## src/rtl/cdb_arbiter_pkg.sv

```systemverilog
// Shared CDB definitions: bus widths, broadcast record and functional-unit indices.
package cdb_arbiter_pkg;

    localparam int ROB_TAG_LEN = 5;
    localparam int XLEN        = 32;

    // Requester slot assignment on the arbiter's request vector
    typedef enum logic [1:0] {
        FU_ALU  = 2'd0,
        FU_MULT = 2'd1,
        FU_MEM  = 2'd2
    } FU_IDX;

    // One result broadcast to the ROB and reservation stations
    typedef struct packed {
        logic                   valid;
        logic [ROB_TAG_LEN-1:0] rob_tag;
        logic [XLEN-1:0]        value;
    } CDB_DATA;

    localparam CDB_DATA CDB_IDLE = '{valid: 1'b0, rob_tag: '0, value: '0};

endpackage

```

## src/rtl/cdb_arbiter_rr_picker.sv

```systemverilog
// Combinational round-robin picker: first valid request at or after start_ptr, wrapping.
module cdb_arbiter_rr_picker #(
    parameter int NUM_REQ = 3,
    parameter int IDX_W   = $clog2(NUM_REQ)
) (
    input  logic [NUM_REQ-1:0] req_i,
    input  logic [IDX_W-1:0]   start_ptr_i,
    output logic [NUM_REQ-1:0] grant_o,
    output logic [IDX_W-1:0]   win_idx_o,
    output logic               any_o
);

    // Scan offsets from farthest to nearest so the nearest valid request overwrites the rest
    always_comb begin
        int c;
        c         = 0;
        grant_o   = '0;
        win_idx_o = '0;
        any_o     = 1'b0;
        for (int k = NUM_REQ - 1; k >= 0; k--) begin
            c = int'(start_ptr_i) + k;
            if (c >= NUM_REQ) c = c - NUM_REQ;
            if (req_i[IDX_W'(c)]) begin
                grant_o              = '0;
                grant_o[IDX_W'(c)]   = 1'b1;
                win_idx_o            = IDX_W'(c);
                any_o                = 1'b1;
            end
        end
    end

endmodule

```

## src/rtl/cdb_arbiter.sv

```systemverilog
// CDB arbiter: round-robin grant among functional units, registered broadcast one cycle later,
// plus a saturating count of cycles with two or more requesters competing.
module cdb_arbiter
    import cdb_arbiter_pkg::*;
#(
    parameter int NUM_REQ     = 3,
    parameter int REQ_IDX_LEN = $clog2(NUM_REQ),
    parameter int CNT_LEN     = 16
) (
    input  logic                                  clock,
    input  logic                                  reset,
    input  logic                                  flush,
    input  logic [NUM_REQ-1:0]                    req_valid,
    input  logic [NUM_REQ-1:0][ROB_TAG_LEN-1:0]   req_rob_tag,
    input  logic [NUM_REQ-1:0][XLEN-1:0]          req_value,
    output logic [NUM_REQ-1:0]                    grant,
    output CDB_DATA                               cdb_data,
    output logic [CNT_LEN-1:0]                    conflict_count
);

    logic [REQ_IDX_LEN-1:0] rr_ptr_q, rr_ptr_d;
    CDB_DATA                cdb_q, cdb_d;
    logic [CNT_LEN-1:0]     cnt_q, cnt_d;

    logic [NUM_REQ-1:0]     pick_grant;
    logic [REQ_IDX_LEN-1:0] win_idx;
    logic                   pick_any;
    logic                   fire;
    logic                   contended;

    cdb_arbiter_rr_picker #(
        .NUM_REQ (NUM_REQ),
        .IDX_W   (REQ_IDX_LEN)
    ) u_picker (
        .req_i       (req_valid),
        .start_ptr_i (rr_ptr_q),
        .grant_o     (pick_grant),
        .win_idx_o   (win_idx),
        .any_o       (pick_any)
    );

    // Flush and reset veto the picker; the pointer only moves on a real grant
    assign fire      = pick_any & ~flush & ~reset;
    assign grant     = fire ? pick_grant : '0;
    assign contended = $countones(req_valid) >= 2;

    // Next-state: pointer wraps by compare-and-zero so non-power-of-two counts never overrun
    always_comb begin
        rr_ptr_d = rr_ptr_q;
        cdb_d    = cdb_q;
        cdb_d.valid = 1'b0;
        if (fire) begin
            rr_ptr_d      = (win_idx == REQ_IDX_LEN'(NUM_REQ - 1)) ? '0 : win_idx + 1'b1;
            cdb_d.valid   = 1'b1;
            cdb_d.rob_tag = req_rob_tag[win_idx];
            cdb_d.value   = req_value[win_idx];
        end
        cnt_d = cnt_q;
        if (contended && (cnt_q != '1)) cnt_d = cnt_q + 1'b1;
    end

    // State registers with synchronous reset
    always_ff @(posedge clock) begin
        if (reset) begin
            rr_ptr_q <= '0;
            cdb_q    <= CDB_IDLE;
            cnt_q    <= '0;
        end else begin
            rr_ptr_q <= rr_ptr_d;
            cdb_q    <= cdb_d;
            cnt_q    <= cnt_d;
        end
    end

    assign cdb_data       = cdb_q;
    assign conflict_count = cnt_q;

endmodule

```

## config.mk

```make
export PLATFORM = sky130hd
export DESIGN_NAME = cdb_arbiter
export DESIGN_NICKNAME = d
export VERILOG_FILES = /design/src/rtl/cdb_arbiter_pkg.sv /design/src/rtl/cdb_arbiter_rr_picker.sv /design/src/rtl/cdb_arbiter.sv
export SDC_FILE = /design/constraint.sdc
export NUM_CORES = 1
export LEC_CHECK = 0
export BUFFER_PORTS_ARGS = -buffer_cell sky130_fd_sc_hd__buf_2
export CAP_MARGIN = 20
export CORE_MARGIN = 10
export CORE_UTILIZATION = 44
export DETAILED_ROUTE_END_ITERATION = 7
export HOLD_SLACK_MARGIN = 0.15
export PLACE_DENSITY = 0.8
export SYNTH_ARGS = -nofsm -noshare
export SYNTH_HDL_FRONTEND = slang
export SYNTH_SLANG_ARGS = --single-unit
export TNS_END_PERCENT = 50
```

## constraint.sdc

```tcl
create_clock -name clock -period 2.8 [get_ports clock]
set_clock_uncertainty 0.2 [all_clocks]
set_input_delay 0.56 -clock clock [delete_from_list [all_inputs] [get_ports clock]]
set_output_delay 0.56 -clock clock [all_outputs]
set_load 0.01 [all_outputs]
```

======== After elaboration in Yosys (flattened, before gate mapping) ========
Cells that the tools add are included.
storage, ports and cells
  output and inout bits ................... 57
  bits of input ports ..................... 117
  word-level logic and storage cells ...... 69
  register bits ........................... 56
operators by class
  reduce and logical (&&, ||, !) cells .... 4
  mux-type cells .......................... 34
  bitwise operators ....................... 4
  order comparisons ....................... 11
  eq/ne operators ......................... 2
  add/subtract/negate cells ............... 9
operator list
  kind                   count
  $bmux 32 s2            1
  $mux 38                1
  $mux 32                1
  $add 16x1->16 const B  1
  $ne 16x16->1 const B   1
  $mux 2                 7
  $lt 2x4->1 const B     3
  $mux 1                 12
  $mux 3                 4
  $bmux 5 s2             1
  $ge 3x2->1 const B     3
  $bmux 1 s2             3
  $demux 1 s2            3
  $ge 2x1->1 const B     3
  $mux 5                 1
  $logic_and 1x1->1      4
  $sub 2x1->2 const B    2
  $add 2x1->3            1
  $add 2x1->3 const B    1
  $add 2x2->3 const B    1
  $lt 2x3->1 const B     1
  $add 1x1->2            1
  $add 2x1->2 const B    1
  $and 1x1->1            2
  other kinds (4)        5

======== Longest topological paths before layout ========
  depth after elaboration ................. 12
  mapped depth ............................ 11
  mapped depth without buffers ............ 8

======== Hierarchy ========
From an unflattened synthesis, not the netlist that was laid out.
unflattened totals
  cell total of the unflattened synthesis .. 412
  area, all modules ....................... 3,235.6 sq um
modules (own cells, without submodules)
  module                 seq. area each (sq um)  area an instance (sq um)  cells each  times used
  cdb_arbiter            1,121.1                 2,886.5                   362         1
  cdb_arbiter_rr_picker  0.0                     349.1                     50          1

======== Worst setup path before layout ========
Ideal clock, no wire load.
  path kind ............................... register -> output
  start ................................... register rr_ptr_q[0]
  end ..................................... output grant[1]
  arrival time ............................ 1.880 ns
  path buffers ............................ 3
  required time ........................... 2.040 ns
  path slack .............................. 0.160 ns
  stages on the path, launching flop included .. 10
  cell sequence ........................... dfxtp_1 inv_1 ha_1 clkbuf_2 or2_1 a311oi_1 a21o_2 buf_6 buf_8 nor2_1
between the ends
  cells in the longest elaborated chain, start to end .. 12
  elaborated cells on any way between the ends .. 44
  those cells by class .................... 5 x add/sub; 9 x order compare; 25 x mux; 2 x bitwise; 3 x reduce/logical
ends and longest elaborated chain
  what                                                                 line               RTL
  start, declared                                                      cdb_arbiter.sv:21  logic [REQ_IDX_LEN-1:0] rr_ptr_q, rr_ptr_d;
  start signal, assigned                                               cdb_arbiter.sv:69  rr_ptr_q <= rr_ptr_d;
  parallel branches: the longest is 11 deep, another holds $lt 2x4->1  -
  $mux 3 (*)                                                           cdb_arbiter.sv:44  assign grant = fire ? pick_grant : '0;
  end, declared                                                        cdb_arbiter.sv:16  output logic [NUM_REQ-1:0] grant,
Mark *: on every way between the ends. The select of a mux whose other input is x is not followed.

======== Worst setup path after layout ========
  start ................................... register rr_ptr_q[1]
  end ..................................... output grant[1]
Same word-level chain as after synthesis.

==> metrics.txt <==
status finished clean; clock sinks 56; synthesis-to-layout area growth 39.3%; minimum setup slack after placement -0.0365 ns; max-slew violation total from the final report 0; ratio of routed vias to standard cells 5.23; Final HPWL DP 8040 um; setup repair after global routing missed its margin true; number of buffers created by CTS 5; net count after synthesis 458; Warnings, synthesis 0; fin nets 634; IO Port Bufs 173; top library cells by usage in the layout, fill and taps aside 173 x buf_2, 54 x dfxtp_1, 38 x mux2i_1; DRC viols 0; Worst Slack Setup Final 0.0439 ns; type of the worst setup path flip-flop to primary output; number of storage elements in the synthesis netlist 56; number of antenna violations at the first check in global routing 0; largest net degree at the start of global routing 35; Worst Hold Slack 0.246 ns; total via count after detailed routing 3099; vertical extent of the die 103 um; floorplan row count 30; WP data arrival 2.00 ns; max-cap viol count 0; grt ovf 0; via count of the first global-routing pass 3229; Final min period 2.76 ns; H-tree lvl count 2; clock insertion delay at the later pin of the skew report 0.30 ns; count of flip-flops with a built-in enable after synthesis 0; most used routing layer in global routing met2; met1 Track Usage GR 0.199; buffer levels on the longest clock path 2; number of instances in the synthesized netlist 335; type of element capturing the critical path primary output; distinct cell type count of the synthesized netlist 45; class of the most critical hold timing path input port to flip-flop; TritonCTS clock tree built; most common cell after layout, fill and taps aside buf_2; leakage 2.07 nW; Setup Total Neg Slack 0 ns; sequential element share of the synthesized area 0.368; summed instance area of the synthesized netlist 0.00304 mm^2; filler instances 570; final routed wire length divided by cell count 17.3 um; Hold Violations, Final 0; maximum VDD drop 0.000333 V; met3 Usage GRT 0.0637; detailed router's first-iteration violation count 127; aggregate global-route resource usage 0.180; CTS root buffer clkbuf_8; Least-Margin Pin Slew 0.603 ns; final WL 10300 um; share of layout cells above drive strength 1 0.436; fmax 0.363 GHz; final estimated routing congestion in global placement 0.820; fraction of met2 tracks used by global routing 0.322; Total Die Area 0.0106 mm^2; hold buffer count at cts 0; max-slew headroom at the worst pin 0.596; wire length of the first global-routing pass 15500 um; fraction of registers with async set or reset after synthesis 0; Critical Path Fanout Max 7; clk slew on worst S/H paths 0.10 ns; final number of setup-violating endpoints 0; number of routed nets with antenna violations 0; Critical Path Start Type flip-flop; die width 103 um; Inserted Diodes 0; final clock period utilization by the worst path 0.984; first drt pass iteration count 4; Crit path required time 2.04 ns; area of the core region 0.00676 mm^2; I/O pin cnt 174; synthesized area per cell 9.08 um^2; starting density of the core 0.450; most common flop cell mapped by yosys dfxtp_1; Power per Cell Area 778 mW/mm^2
-- final cells by class --
cell class              instances  area [um^2]  share of cell area
well taps                      80          100              0.0236
inverters                      36          135              0.0319
flip-flops and latches         56         1130               0.266
multi-input cells             222         1750               0.413
clock buffers                   6         72.6              0.0171
clock inverters                 2         16.3             0.00384
repair buffers                190         1040               0.245
-- Yosys cell counts, types with 2 or more instances --
cell,number,area (um^2)
nor2_1,21,78.8
and4_1,2,17.5
a21oi_1,2,10.0
buf_2,6,30.0
clkbuf_1,7,26.3
nand3_1,7,35.0
nor2b_1,2,12.5
nand2b_1,10,62.6
ha_1,6,75.1
a31oi_1,2,12.5
nand4b_1,7,61.3
nand2_1,37,139
o21ai_0,2,10.0
xnor2_1,3,26.3
dfxtp_1,56,1120
xor2_1,12,105
o221ai_1,37,324
inv_1,36,135
and3_1,6,37.5
or2_1,2,12.5
buf_6,2,22.5
mux2i_1,41,410
buf_4,3,22.5
nand4_1,3,18.8
a211oi_1,3,22.5
-- metrics by stage --
stage	utilization	total power, mW	cell area, um^2	instances
after CTS	0.616	3.23	4170	587
after global routing	0.627	3.53	4240	592
after global placement	0.587	2.62	3970	575
final	0.627	3.30	4240	592
after floorplan	-	2.19	3040	335
after detailed placement	0.589	2.68	3980	576
-- layer usage --
layer | share of wire | routed length (um)
met1 | 0.40 | 4060
met2 | 0.50 | 5130
met3 | 0.095 | 975
met4 | 0.0091 | 93
met5 | 0 | 0
-- logic make-up after synthesis --
kind of cell | after synthesis | synth area share
and+or+nand+nor | 102 | 0.168
muxes | 42 | 0.142
buffers and inverters | 57 | 0.0909
DFF | 56 | 0.368
AOI/OAI and AO/OA | 57 | 0.162
xor gates and xnor gates | 15 | 0.0432
adders and majority gates | 6 | 0.0247
-- critical path: stages, from the launching register on --
cell and delay, ns:
dfxtp_4 0.39, inv_2 0.06, ha_4 0.19, mux2i_2 0.17
or2_1 0.26, a311oi_1 0.29, a21o_2 0.14, nor2_1 0.04
buf_2 0.15
-- state kept, by name, summed over array words and instances, names as in the netlist --
register and cells:
conflict_count 16, cdb_data 38, rr_ptr_q 2
-- path summary, 6_finish.rpt --
path / endpoint / from / cells past startpoint / slack (ns)
min reg2reg: cdb_data[3] / cdb_data[3] / 2 / 0.32
max: grant[1] / rr_ptr_q[1] / 8 / 0.04
max reg2reg: rr_ptr_q[1] / rr_ptr_q[1] / 10 / 0.11
min: cdb_data[25] / req_value[89] / 3 / 0.25
-- repair_timing --
action	CTS	global route
resized for setup	13	11
hold endpoints to repair	0	0
buffers inserted	3	5
pin swaps	1	3
endpoints found under the setup margin	25	26
-- power by group --
| part | switching [mW] | leakage [nW] | internal [mW] |
|---|---|---|---|
| sequential | 0.103 | 0.460 | 0.987 |
| clock | 0.260 | 0.0414 | 0.179 |
| combinational | 0.928 | 1.57 | 0.840 |
| total | 1.29 | 2.07 | 2.01 |
Power figures use the tool's default switching activity.
